`src/rtl/three_of_five_tx.sv`:
```
// 3-of-5 constant-weight transmitter: digit in over valid/ready, codeword serialized LSB-first.
// Latency: first bit on tx_bit one cycle after the accepting edge; ready is low for the whole frame.
module three_of_five_tx #(
    parameter int unsigned BIT_CYCLES = 1
) (
    input  logic       clk,
    input  logic       rst,
    input  logic [3:0] digit_in,
    input  logic       digit_valid,
    output logic       digit_ready,
    output logic       tx_bit,
    output logic       tx_frame,
    output logic       tx_active,
    output logic [4:0] code_out,
    output logic       err_pulse,
    output logic [7:0] frame_count
);

    typedef enum logic {IDLE, SHIFT} state_t;

    localparam logic [7:0] CNT_LAST = 8'(BIT_CYCLES - 1);

    state_t     state_q;
    logic [3:0] shift_q;
    logic [2:0] idx_q;
    logic [7:0] cnt_q;
    logic [4:0] code_q;
    logic [7:0] fc_q;
    logic       ready_q, bit_q, frame_q, active_q, err_q;

    logic [4:0] enc_d;
    logic       take_d;

    function automatic logic [4:0] encode(input logic [3:0] d);
        case (d)
            4'd0:    encode = 5'b00111;
            4'd1:    encode = 5'b01011;
            4'd2:    encode = 5'b01101;
            4'd3:    encode = 5'b01110;
            4'd4:    encode = 5'b10011;
            4'd5:    encode = 5'b10101;
            4'd6:    encode = 5'b10110;
            4'd7:    encode = 5'b11001;
            4'd8:    encode = 5'b11010;
            4'd9:    encode = 5'b11100;
            default: encode = 5'b00000;
        endcase
    endfunction

    assign enc_d  = encode(digit_in);
    assign take_d = digit_valid && ready_q;

    always_ff @(posedge clk) begin
        if (rst) begin
            state_q  <= IDLE;
            shift_q  <= 4'd0;
            idx_q    <= 3'd0;
            cnt_q    <= 8'd0;
            code_q   <= 5'd0;
            fc_q     <= 8'd0;
            ready_q  <= 1'b0;
            bit_q    <= 1'b0;
            frame_q  <= 1'b0;
            active_q <= 1'b0;
            err_q    <= 1'b0;
        end else begin
            err_q <= 1'b0;
            case (state_q)
                IDLE: begin
                    ready_q <= 1'b1;
                    if (take_d) begin
                        if (digit_in <= 4'd9) begin
                            state_q  <= SHIFT;
                            code_q   <= enc_d;
                            // bit 0 goes straight to the line; the rest waits in the shifter
                            shift_q  <= enc_d[4:1];
                            bit_q    <= enc_d[0];
                            idx_q    <= 3'd0;
                            cnt_q    <= 8'd0;
                            frame_q  <= 1'b1;
                            active_q <= 1'b1;
                            ready_q  <= 1'b0;
                        end else begin
                            err_q <= 1'b1;
                        end
                    end
                end
                SHIFT: begin
                    if (cnt_q == CNT_LAST) begin
                        cnt_q <= 8'd0;
                        if (idx_q == 3'd4) begin
                            state_q  <= IDLE;
                            active_q <= 1'b0;
                            bit_q    <= 1'b0;
                            frame_q  <= 1'b0;
                            ready_q  <= 1'b1;
                            fc_q     <= fc_q + 8'd1;
                        end else begin
                            idx_q   <= idx_q + 3'd1;
                            bit_q   <= shift_q[0];
                            shift_q <= {1'b0, shift_q[3:1]};
                            frame_q <= 1'b0;
                        end
                    end else begin
                        cnt_q <= cnt_q + 8'd1;
                    end
                end
                default: state_q <= IDLE;
            endcase
        end
    end

    assign digit_ready = ready_q;
    assign tx_bit      = bit_q;
    assign tx_frame    = frame_q;
    assign tx_active   = active_q;
    assign code_out    = code_q;
    assign err_pulse   = err_q;
    assign frame_count = fc_q;

endmodule

```
`config.mk`:
```
export PLATFORM = sky130hd
export DESIGN_NAME = three_of_five_tx
export DESIGN_NICKNAME = d
export VERILOG_FILES = /design/src/rtl/three_of_five_tx.sv
export SDC_FILE = /design/constraint.sdc
export NUM_CORES = 1
export LEC_CHECK = 0
export ABC_AREA = 0
export BUFFER_PORTS_ARGS = -buffer_cell sky130_fd_sc_hd__buf_2
export CORE_ASPECT_RATIO = 1.4
export CORE_MARGIN = 10
export CORE_UTILIZATION = 40
export CTS_CLUSTER_SIZE = 12
export DETAILED_ROUTE_END_ITERATION = 10
export PLACE_DENSITY = 0.63
export SLEW_MARGIN = 25
export SYNTH_ARGS = -nofsm -noshare
export SYNTH_HDL_FRONTEND = slang
export SYNTH_SLANG_ARGS = --single-unit
export TNS_END_PERCENT = 20
```
`constraint.sdc`:
```
create_clock -name clk -period 5.7 [get_ports clk]
set_clock_uncertainty 0.2 [all_clocks]
set_input_delay 0.855 -clock clk [delete_from_list [all_inputs] [get_ports clk]]
set_output_delay 0.855 -clock clk [all_outputs]
set_load 0.05 [all_outputs]
```
==> impl_metrics.toml <==
[min_path]
hold_path.class = "reg -> reg"

[die]
die_area_um2 = 7580
initial_core_util = 0.418
num_rows = 28
core-area_um2 = 4270
die_x_um = 76.5
num_io_pins = 25
die_y_um = 99.1

[clock_network]
cts_tree = "yes"
htreeDepth = 2
numCtsBuffers = 5
cts.sink_count = 34
cts_resized = 0
clock_latency_ns = 0.28
cts_hold_buffers = 0
cts.path.max_buffers = 2
clkTransAtPathRegs_ns = 0.07
cts_setup_buffers = 0
cts_root_buf = "clkbuf_8"

[outcome]
status = "complete, no violations"

[yosys]
ys.flop_type = "dfxtp_1"
postSynthNetCount = 224
synth_cell_types = 49
ys_warn_count = 0
ys_top_cells_by_area = "dfxtp_1, ha_1, a21oi_1"
syn_inst = 207
synth_top_area_cell = "dfxtp_1"
synthesis.area_um2 = 1790
ys_ff_latch = 34
yosys.area.top_type_share = 0.381
synthTopCellsByCount = "dfxtp_1, a21oi_1, nand2_1"
synth_edf_count = 0
yosysMostFrequentCell = "dfxtp_1"
ys_async_sr_fraction = 0
synth.avg_cell_area_um2 = 8.63
yosysSeqAreaShare = 0.381

[global_routing]
track_usage = 0.109
grt_pass1_wl_um = 6940
antenna_found_initial = 0
grt_start_max_net_pins = 36
grt_pass1_vias = 1512
grt_overflow = 0

[finish]
final_layout_size_suffix_gt1_frac = 0.189
fin_area_um2 = 2010
final_util = 0.471
nFillCells = 472
syn_to_final_growth_pct = 12.7
finalNetCount = 243
diodes = 0

[setup_path]
cp.required_ns = 5.69
critPathCaptureType = "register"
cp-start-kind = "input pin"
worstPathMaxFanout = 10
crit_type = "in -> reg"
cp_data_arrival_time_ns = 2.42

[sta]
period_share = 0.427
hold_viol = 0
setup_viol = 0
worstMarginPinSlew_ns = 0.730
slew-limit-headroom = 0.510
drv_slew = 0
max_freq_ghz = 0.411
min_period_ns = 2.43
rsz0062_at_grt = "no"
worst_hold_slack_ns = 0.258
fin_setup_tns_ns = 0

[power_and_ir_drop]
ir_drop_uv = 141
p_per_area_nw_per_um2 = 248
p_leak_nw = 0.845

[routing]
ant_nets = 0
drc = 0
wl_per_cell_um = 14.1
wl_um = 4060
drt_pass1_iterations = 4
route.vias.total = 1566
drtIter0Drc = 126
vias_per_cell = 5.46

[run]
maxCapViolCount = 0

[place]
io_buffers = 24
dpl.hpwl_um = 2920
globalplace.congestion = 0.780
place_area_um2 = 1920
path summary, 6_finish.rpt:
kind	start	endpoint	slack, ns	depth (start not counted)
worst max-delay path	digit_in[1]	shift_q[0]	3.27	7
worst min-delay path	code_out[4]	code_out[4]	0.26	2
worst max register to register	cnt_q[0]	frame_count[5]	3.52	6
worst min register to register	code_out[4]	code_out[4]	0.26	2
routing by layer:
metal / global-route usage / routed length (µm) / up-vias
li1: - / - / 787
met1: 0.119 / 1760 / 749
met2: 0.186 / 2090 / 26
met3: 0.0327 / 159 / 4
met4: 0.0574 / 51 / 0
met5: 0 / 0 / -
sequential cells by signal, summed over array words and instances, names as in the netlist:
register	cells
tx_bit	1
digit_ready	1
state_q	1
code_out	5
shift_q	4
idx_q	3
tx_active	1
tx_frame	1
err_pulse	1
cnt_q	8
frame_count	8
layout by cell type (no fill, tap or decap), drive strengths merged, types with 2 or more instances in the layout:
cell type,n
nor2,15
or3,2
xnor2,2
nand4,7
o211a,2
ha,10
nor4b,2
o211ai,2
dfxtp,34
a311oi,8
buf,25
a21oi,18
o21ai,5
nand3,12
clkbuf,7
inv,9
mux2,2
a22oi,2
and3,10
o21bai,3
nor2b,3
nand2b,4
a41oi,2
a21boi,2
xor2,3
nor3,5
nand2,16
layout make-up:
class	count	area, µm²	area share
Multi-Input combinational cell	151	1000	0.499
Sequential cell	34	681	0.338
Timing Repair Buffer	25	128	0.0634
Clock buffer	7	86.3	0.0429
Tap cell	60	75.1	0.0373
Inverter	9	33.8	0.0168
Clock inverter	1	5.00	0.00249
kinds of logic after synthesis:
| group | synth area share |
|---|---|
| compound gates | 0.197 |
| xor+xnor | 0.0245 |
| fa+ha+maj | 0.0700 |
| buf+inv | 0.0588 |
| flops | 0.381 |
| mux | 0.0182 |
| simple gates | 0.250 |
where the power goes:
part / internal, mW / leakage [nW] / switching [mW]
Combinational: 0.0206 / 0.521 / 0.0461
Sequential: 0.245 / 0.276 / 0.00566
Clock: 0.0974 / 0.0482 / 0.0845
through the flow:
step	setup slack, ns	cells	total power, mW
3_3_place_gp	3.06	279	0.323
4_1_cts	3.24	287	0.506
2_1_floorplan	3.31	207	0.307
5_1_grt	3.14	287	0.523
6_report	3.27	287	0.499
3_5_place_dp	2.96	279	0.323
worst max-delay path, stage by stage:
cell and delay, ns:
buf_2 0.13, inv_1 0.06, ha_1 0.22, or3b_2 0.48
nand4_1 0.36, nand2_1 0.10, a311oi_1 0.22
Power figures use the tool's default switching activity.
